## src/rtl/mem_port_arbiter.sv

```systemverilog
// Shares one memory port between instruction fetch and load/store, one transaction in flight.
// Optional round-robin tie-break is enabled by defining MEM_ARB_RR_EN (default: LSU wins ties).
module mem_port_arbiter #(
  parameter int ADDR_W = 32,
  parameter int DATA_W = 32
) (
  input  logic                clk,
  input  logic                reset,
  input  logic                if_req_valid,
  input  logic [ADDR_W-1:0]   if_req_addr,
  output logic                if_req_ready,
  output logic                if_rsp_valid,
  output logic [DATA_W-1:0]   if_rsp_data,
  input  logic                lsu_req_valid,
  input  logic                lsu_req_we,
  input  logic [ADDR_W-1:0]   lsu_req_addr,
  input  logic [DATA_W-1:0]   lsu_req_wdata,
  input  logic [DATA_W/8-1:0] lsu_req_wmask,
  output logic                lsu_req_ready,
  output logic                lsu_rsp_valid,
  output logic [DATA_W-1:0]   lsu_rsp_data,
  output logic                mem_req_valid,
  input  logic                mem_req_ready,
  output logic                mem_req_we,
  output logic [ADDR_W-1:0]   mem_req_addr,
  output logic [DATA_W-1:0]   mem_req_wdata,
  output logic [DATA_W/8-1:0] mem_req_wmask,
  input  logic                mem_rsp_valid,
  input  logic [DATA_W-1:0]   mem_rsp_data,
  output logic                busy
);

  localparam int MASK_W = DATA_W / 8;
  localparam logic [1:0] IDLE  = 2'd0;
  localparam logic [1:0] ISSUE = 2'd1;
  localparam logic [1:0] WAIT  = 2'd2;
  localparam logic [1:0] RESP  = 2'd3;

  logic [1:0]        state_r;
  logic [1:0]        state_nxt_s;
  logic              owner_lsu_r;
  logic              we_r;
  logic [ADDR_W-1:0] addr_r;
  logic [DATA_W-1:0] wdata_r;
  logic [MASK_W-1:0] wmask_r;
  logic [DATA_W-1:0] rsp_data_r;
  logic              grant_lsu_s;
  logic              accept_s;

`ifdef MEM_ARB_RR_EN
  logic last_lsu_r;

  // Tie goes to whoever lost the previous grant; a lone requester always wins.
  always_comb begin
    grant_lsu_s = lsu_req_valid;
    if (if_req_valid && lsu_req_valid) begin
      grant_lsu_s = ~last_lsu_r;
    end else begin
      grant_lsu_s = lsu_req_valid;
    end
  end

  // Remember the most recent grant for the next tie.
  always_ff @(posedge clk) begin
    if (reset) begin
      last_lsu_r <= 1'b0;
    end else if (accept_s) begin
      last_lsu_r <= grant_lsu_s;
    end else begin
      last_lsu_r <= last_lsu_r;
    end
  end
`else
  assign grant_lsu_s = lsu_req_valid;
`endif

  assign accept_s = (state_r == IDLE) && (if_req_valid || lsu_req_valid);

  // Transaction sequencing.
  always_comb begin
    state_nxt_s = state_r;
    case (state_r)
      IDLE:    state_nxt_s = accept_s ? ISSUE : IDLE;
      ISSUE:   state_nxt_s = mem_req_ready ? WAIT : ISSUE;
      WAIT:    state_nxt_s = mem_rsp_valid ? RESP : WAIT;
      RESP:    state_nxt_s = IDLE;
      default: state_nxt_s = IDLE;
    endcase
  end

  // State, latched request fields and captured response data.
  always_ff @(posedge clk) begin
    if (reset) begin
      state_r     <= IDLE;
      owner_lsu_r <= 1'b0;
      we_r        <= 1'b0;
      addr_r      <= '0;
      wdata_r     <= '0;
      wmask_r     <= '0;
      rsp_data_r  <= '0;
    end else begin
      state_r <= state_nxt_s;
      if (accept_s) begin
        owner_lsu_r <= grant_lsu_s;
        we_r        <= grant_lsu_s ? lsu_req_we : 1'b0;
        addr_r      <= grant_lsu_s ? lsu_req_addr : if_req_addr;
        wdata_r     <= grant_lsu_s ? lsu_req_wdata : '0;
        wmask_r     <= grant_lsu_s ? lsu_req_wmask : '0;
      end
      if ((state_r == WAIT) && mem_rsp_valid) begin
        rsp_data_r <= mem_rsp_data;
      end
    end
  end

  // Reset masks every output so nothing leaks from an interrupted transaction.
  assign if_req_ready  = ~reset && (state_r == IDLE) && if_req_valid && ~grant_lsu_s;
  assign lsu_req_ready = ~reset && (state_r == IDLE) && lsu_req_valid && grant_lsu_s;
  assign mem_req_valid = ~reset && (state_r == ISSUE);
  assign mem_req_we    = ~reset && we_r;
  assign mem_req_addr  = reset ? '0 : addr_r;
  assign mem_req_wdata = reset ? '0 : wdata_r;
  assign mem_req_wmask = reset ? '0 : wmask_r;
  assign if_rsp_valid  = ~reset && (state_r == RESP) && ~owner_lsu_r;
  assign lsu_rsp_valid = ~reset && (state_r == RESP) && owner_lsu_r;
  assign if_rsp_data   = reset ? '0 : rsp_data_r;
  assign lsu_rsp_data  = reset ? '0 : rsp_data_r;
  assign busy          = ~reset && (state_r != IDLE);

endmodule

```

## config.mk

```make
export PLATFORM = sky130hd
export DESIGN_NAME = mem_port_arbiter
export DESIGN_NICKNAME = d
export VERILOG_FILES = /design/src/rtl/mem_port_arbiter.sv
export SDC_FILE = /design/constraint.sdc
export NUM_CORES = 1
export LEC_CHECK = 0
export CORE_ASPECT_RATIO = 1.25
export CORE_UTILIZATION = 39
export DETAILED_ROUTE_END_ITERATION = 10
export PLACE_DENSITY_LB_ADDON = 0.1
export SYNTH_ARGS = -nofsm -noshare
export SYNTH_HDL_FRONTEND = slang
export SYNTH_SLANG_ARGS = --single-unit
```

## constraint.sdc

```tcl
create_clock -name clk -period 1.73 [get_ports clk]
set_input_delay 0.2595 -clock clk [delete_from_list [all_inputs] [get_ports clk]]
set_output_delay 0.2595 -clock clk [all_outputs]
set_load 0.005 [all_outputs]
```

# == Word level (Yosys, flattened, before mapping) ==
# Cells that the tools add are included.
# classes
eq_ne,3
n_reduce_logical,16
n_mux,12
bitwise,3
# ops
op,count
$mux W32,5
$logic_and A1 B1 Y1,13
$mux W4,2
$pmux W2 S4,1
$eq A2 B2 Y1 const B,2
$mux W1,3
$not A1 Y1,3
$eq A2 B1 Y1 const B,1
$logic_not A2 Y1,1
$mux W2,1
$reduce_bool A2 Y1,1
$logic_or A1 B1 Y1,1
# word_totals
register_bits,104
output_inout_bits,139

# == Logic depth before layout (Yosys ltp) ==
# Gate-level depths: netlist of the first run.
# logic_depth
depth_word,4
depth_mapped,7
mapped_depth_nobuf,3

# == Least setup slack after synthesis of the first run ==
# No wires, ideal clock.
# synth_path
kind,input-to-output
startpoint,in reset
endpoint,out lsu_rsp_data[29]
path_stages,5
path_slack_ns,0.145
path_buffers,4
t_arrival_ns,1.326
path_cell_list,buf_2 -> clkbuf_1 -> buf_1 -> nor2b_1 -> buf_4
# synth_via
elab_chain_len,1
# synth_rtl
element,line_no,text
"start, declared",8,"input logic reset,"
$mux W32,n/a,
"end, declared",21,"output logic [DATA_W-1:0] lsu_rsp_data,"
# Every way passes these cells.

# == Final worst setup path of the first run ==
# layout_path
startpoint,reg rsp_data_r[22]
endpoint,out if_rsp_data[22]
# layout_via
elab_chain_len,1
# layout_rtl
element,line_no,text
"start, declared",46,logic [DATA_W-1:0] rsp_data_r;
"start signal, assigned",111,rsp_data_r <= mem_rsp_data;
$mux W32,126,assign if_rsp_data = reset ? '0 : rsp_data_r;
"end, declared",13,"output logic [DATA_W-1:0] if_rsp_data,"
# Every way passes these cells.

==> results of run 1 <==
-- registers in the layout, summed over array words and instances (netlist names), named ones only --
signal and count:
addr_r 32, owner_lsu_r 1, rsp_data_r 32, state_r 1, wdata_r 32, we_r 1, wmask_r 4
-- final cells by class --
cell class / count / area, um^2
Clock inverter: 7 / 83.83
Multi-Input combinational cell: 349 / 2424
Tap cell: 164 / 205.2
Inverter: 1 / 3.754
Clock buffer: 9 / 225.2
Fill cell: 1024 / 4204
Sequential cell: 104 / 2087
Timing Repair Buffer: 297 / 2985
-- critical path: cells and delay by family, from the launching register on --
kind / cells / cell delay (ps)
flops: 1 / 340
simple gates: 1 / 210
buf+inv: 1 / 530
-- synth_stat cells, types with 2 or more instances --
| library cell | number | area (um^2) |
|---|---|---|
| a22o_1 | 37 | 324.1 |
| nor2_1 | 2 | 7.510 |
| a21oi_1 | 64 | 320.3 |
| buf_4 | 34 | 255.2 |
| mux2i_1 | 32 | 320.3 |
| buf_6 | 5 | 56.30 |
| nand2_1 | 66 | 247.7 |
| buf_2 | 11 | 55.05 |
| nor2b_1 | 101 | 631.9 |
| dfxtp_1 | 104 | 2082 |
| clkbuf_1 | 31 | 116.4 |
| a211oi_2 | 30 | 375.4 |
| a211oi_1 | 2 | 15.01 |
-- cell usage in the layout, fill, tap and decap left out, types with 2 or more instances in the layout --
cell             count
a211oi_1             2
a22o_1              37
inv_6                4
nor2b_1             82
dfxtp_1            102
a211oi_2            30
mux2i_1             32
a21oi_1             64
and2_4               2
nor2b_2             18
clkdlybuf4s50_1    269
buf_4               12
nand2_1             66
buf_6                4
buf_12               5
nor2_1               2
clkbuf_16            9
dlygate4sd2_1        4
-- what timing repair did --
item                                    CTS  global route
gates resized for setup                  15            20
gates cloned                              1             0
endpoints found under the setup margin   45            46
pin swaps                                 2             0
setup buffers                             2             0
-- power breakdown --
group	total [mW]	internal, mW	switching (mW)
clock network	2.11	1.15	0.959
registers	2.66	2.58	0.0811
logic	1.42	0.827	0.594
-- cells by family (layout without fill, tap and decap cells) --
group	after synthesis	in the layout	synth area share [%]
compound gates	135	135	21.27
buf+inv	83	314	9.939
flops	104	104	42.19
mux	33	33	6.719
simple gates	180	181	19.88
-- metrics by stage --
stage / hold slack, ps / util [%]
floorplan: 392.1 / -
global placement: 437.8 / 62.37
detailed placement: 443.5 / 62.37
CTS: 303.9 / 65.20
global route: 339.8 / 65.59
finish: 321.2 / 65.59
-- metal layers --
metal	track usage (%)	vias up	wire [um]
met2	40.43	172	7726
met3	4.853	24	1136
met4	9.244	0	374
met1	24.12	2166	5822
met5	0	-	0
li1	-	2249	-
-- worst max path at each step --
| stage | from | end | slack, ps | cells past startpoint |
|---|---|---|---|---|
| final | rsp_data_r[22] | if_rsp_data[22] | 50 | 2 |
| after global routing | rsp_data_r[24] | if_rsp_data[24] | 2 | 2 |
| after CTS | rsp_data_r[11] | if_rsp_data[11] | 5 | 2 |
| after detailed placement | register | addr_r[7] | -10 | 4 |
| after global placement | register | addr_r[1] | 10 | 4 |
| after floorplan | reset | lsu_rsp_data[29] | 140 | 5 |
==> summary.txt, run 1 <==
Detailed routing
  • Vias per inst: 4.953
  • Drt initial violations: 160
  • Antenna viol nets, final: 0
  • Final wirelength: approximately 15,000 um
  • Detailed Routing Iterations Pass 1: 4
  • DRC Markers: 0
  • Avg WL per Cell: 16.18 um
  • Vias: 4,611

Place
  • Hpwl dp: 11,040 um
  • Place WS: -13.51 ps
  • GP Congestion: 0.7415
  • Placed inst area: about 7600 um^2
  • # port buffers: 277
  • Placed Cells: between 900 and 1,000

Layout
  • P&R area growth vs syn: 62.40%
  • Post-route cell area: roughly 8000 um^2
  • Nets: 901
  • Layout cells sized above 1: ~13%
  • Final Instance Count excl. Fillers: 931
  • Antenna Cells: 0

Timing
  • Final count of hold timing violations: 0
  • Clock skew: 12.22 ps
  • # setup viols final: 0
  • Final setup TNS: 0 ps
  • Minimum clock period: 1678 ps
  • Setup WS post-layout: about 52 ps
  • Max-slew violations: 0
  • FMAX: 0.5960 GHz
  • Final period util: a little over nine tenths
  • Slew @ Worst Pin: 545.8 ps
  • RSZ-0062 raised after global routing: no
  • Worst rel slew slack: 63.61%

Pwr
  • Peak VDD IR: 0.0004651 V
  • Total Power: 6.194 mW
  • Leak: 2.969 nW
  • PwrDens: 772.9 nW/um^2

Critical path
  • Worst Path Required: about 1500 ps
  • R2r setup slk: 150 ps
  • CP startpoint kind: register
  • R2R Path End: wdata_r[29]
  • Worst path max stage delay: 530 ps
  • Worst reg2reg startpoint: state_r[0]
  • CP max stage cell: clkdlybuf4s50_1
  • Crit Path Class: register to primary output
  • Critical Path End Type: primary output
  • R2r worst-path depth: 6
  • Worst EP arrival: between 1000 and 1500 ps
  • Cell Chain, Critical Path: nor2b_2 -> clkdlybuf4s50_1
  • Worst-path fanout max: 2

GRT
  • First-pass GRT wire length: 22,320 um
  • Number of global-route vias before repair: 4,427
  • Antenna violations before repair: 0
  • Remaining global-route overflow: 0
  • Largest net degree at the start of global routing: 54
  • GRT Util Overall: 22.13%

Logic synthesis
  • Top FF cell, synth: dfxtp_1
  • Syn Nets: 674
  • Yosys reg bits: roughly 100
  • Sequential fraction of the synthesis area: 42.19%
  • Mapped Cells: 535
  • Synth warn: 0
  • EDFF count, synth: 0
  • Syn avg cell area: 9.224 um^2
  • Synth Cell Area: 4935 um^2
  • Ys async rst share: 0%
  • Synth unique cells: 29

CTS
  • Clock transition at path regs: 70 ps
  • CTS buffer count: 9
  • Root Driver: clkbuf_16
  • Clock buffer depth: 2
  • H-tree Lvls: 3
  • CTS tree: done
  • CTS Hold Bufs: 0
  • Clk_lat worst skew: approximately 350 ps
  • Clock Sink Count: between 100 and 150

Floorplan
  • Core footprint: about 12,000 um^2
  • Row cnt: 45
  • Die area: around 13,000 um^2
  • Die width: roughly 100 um
  • Number of placed I/O pins: 278
  • Initial Util: 40.39%
  • Die Y: between 100 and 150 um

Job
  • Max cap viols: 0

Worst hold path
  • Origin of the worst min-delay path: reset
  • Worst Hold Depth: 3
  • Hold/Removal Path Class: input pin to register

Run status
  • Status: finished, final reports clean
(Power assumes the default switching activity.)
==> inputs of run 2 (changes only) <==
--- a/config.mk
+++ b/config.mk
@@ -6,9 +6,10 @@
 export NUM_CORES = 1
 export LEC_CHECK = 0
 export CORE_ASPECT_RATIO = 1.25
-export CORE_UTILIZATION = 39
+export CORE_UTILIZATION = 42
 export DETAILED_ROUTE_END_ITERATION = 10
 export PLACE_DENSITY_LB_ADDON = 0.1
+export SKIP_CTS_REPAIR_TIMING = 1
 export SYNTH_ARGS = -nofsm -noshare
 export SYNTH_HDL_FRONTEND = slang
 export SYNTH_SLANG_ARGS = --single-unit
==> constraint.sdc (replaced) <==
create_clock -name clk -period 2.2 [get_ports clk]
set_input_delay 0.33 -clock clk [delete_from_list [all_inputs] [get_ports clk]]
set_output_delay 0.33 -clock clk [all_outputs]
set_load 0.005 [all_outputs]
==> run 2 against run 1 <==
  * Worst setup slack gained 68 ps
  * Hold slack gained 56 ps
  * Combinational power shrank 23%
  * Die area shrank 7.0%
  * Count of clock-buffer cells in the layout grew 2
  * Clock skew shrank 6.2 ps
  * Routed wire length shrank 2.9%
  * Sequential share of layout area grew 0.42 points
  * Register-to-register slack gained 500 ps
  * Final cell count shrank 3.7%
  * Critical path type unchanged
  * Largest cell class unchanged
  * Highest routed layer unchanged
==> summary.txt, run 2 (same netlist as run 1, synthesis figures left out) <==
Run status
  • Status: finished, final reports clean

Critical path
  • Crit Path Class: register to primary output
  • Worst-path fanout max: 8
  • R2R Path End: owner_lsu_r
  • Worst EP arrival: 1750 ps
  • Critical Path End Type: primary output
  • R2r setup slk: roughly 650 ps
  • Worst Path Required: 1870 ps
  • CP startpoint kind: register
  • R2r worst-path depth: 5

Timing
  • Worst hold margin: 376.8 ps
  • Final setup TNS: 0 ps
  • Final count of hold timing violations: 0
  • Slew @ Worst Pin: approximately 520 ps
  • Final period util: 94.54%
  • Clock skew: 6.065 ps
  • FMAX: 0.4808 GHz
  • Worst rel slew slack: between 60 and 70%
  • Minimum clock period: 2080 ps
  • RSZ-0062 raised after global routing: no
  • Max-slew violations: 0
  • # setup viols final: 0

Floorplan
  • Core footprint: 11,240 um^2
  • Die width: 98.95 um
  • Initial Util: 43.89%
  • Row cnt: 43
  • Die area: 12,190 um^2
  • Number of placed I/O pins: around 280
  • Die Y: between 100 and 150 um

CTS
  • CTS tree: done
  • CTS buffer count: 9
  • H-tree Lvls: 3
  • Clock Sink Count: 104
  • Root Driver: clkbuf_16
  • Clock transition at path regs: 70 ps
  • Clk_lat worst skew: 340 ps
  • Clock buffer depth: 2

Detailed routing
  • Vias: 4,567
  • Max Used Layer: met4
  • WL met2: 7604 um
  • M1 WL: 5646 um
  • Routed wl met3: 1052 um
  • Antenna viol nets, final: 0
  • Avg WL per Cell: between 15 and 20 um
  • DRC Markers: 0
  • Final wirelength: 14,630 um
  • Vias per inst: between 5 and 6
  • Drt initial violations: 146
  • Detailed Routing Iterations Pass 1: 4

GRT
  • First-pass GRT wire length: roughly 22,000 um
  • Number of global-route vias before repair: 4,411
  • GRT Util Overall: 22.96%
  • Remaining global-route overflow: 0
  • Antenna violations before repair: 0
  • Largest net degree at the start of global routing: 47

Pwr
  • PwrDens: ~610 nW/um^2
  • Leak: 2.901 nW
  • Peak VDD IR: around 0.00036 V

Layout
  • P&R area growth vs syn: 59.53%
  • Nets: 896
  • Most frequent cells in the layout: clkdlybuf4s50_1, dfxtp_1, nor2b_1
  • Largest regs: addr_r: 32 flops, rsp_data_r: 32 flops, wdata_r: 32 flops
  • Layout cells sized above 1: 9.186%
  • Leading cell type in the layout, fill and taps excluded: clkdlybuf4s50_1
  • Antenna Cells: 0

Place
  • GP Congestion: 0.7433
  • # port buffers: 277
  • Hpwl dp: 10,790 um

Worst hold path
  • Worst Hold Depth: 2
  • Hold/Removal Path Class: input pin to register
  • Origin of the worst min-delay path: reset

Job
  • Max cap viols: 0
## run 2: changes by cell type in the layout (fill, tap and decap cells not counted), sizes merged, moves of 4 or more
cell / change
clkdlybuf4s50: +6
buf: -4
dlygate4sd2: -4
inv: -4
## run 2: area by class of cell
cell class | count | area, um^2
timing repair buffer | 293 | 2939
inverter | 1 | 3.754
sequential | 104 | 2083
fill | 925 | 3372
multi-input combinational | 348 | 2362
clock buffer | 11 | 252.7
clock inverter | 5 | 62.56
tap | 135 | 168.9
## run 2: how the worst max path moves through the flow
stage | endpoint | depth (start not counted) | slack (ps) | startpoint
after floorplan | lsu_rsp_data[29] | 5 | 470 | reset
after global placement | lsu_req_ready | 4 | 300 | reset
after detailed placement | addr_r[9] | 4 | 270 | if_req_valid
after CTS | lsu_req_ready | 3 | 100 | register
after global routing | lsu_req_ready | 3 | 60 | register
final | lsu_req_ready | 3 | 120 | register
## run 2: metal layers
metal  GRT usage [%]  up-vias
li1                -     2237
met1           24.80     2130
met2           42.61      179
met3           6.105       21
met4           8.955        0
met5               0        -
## run 2: per-stage QoR
stage	setup WS [ps]	cells	util (%)	power, mW	cell area, um^2
finish	120.2	897	70.01	4.831	7873
global route	59.17	897	70.01	5.027	7873
CTS	95.66	897	70.00	4.871	7871
detailed placement	274.6	881	67.20	3.224	7556
global placement	302.2	881	67.20	3.193	7556
floorplan	473.8	535	-	2.682	4935
## run 2: worst max-delay path: stages, from the launching register on
cell,delay [ps]
dfxtp_1,400
nor2_4,250
and3_1,210
clkdlybuf4s50_1,550
## run 2: power breakdown
group	internal, mW	switching (mW)
sequential	2.03	0.0617
clock	0.950	0.703
combinational	0.632	0.456
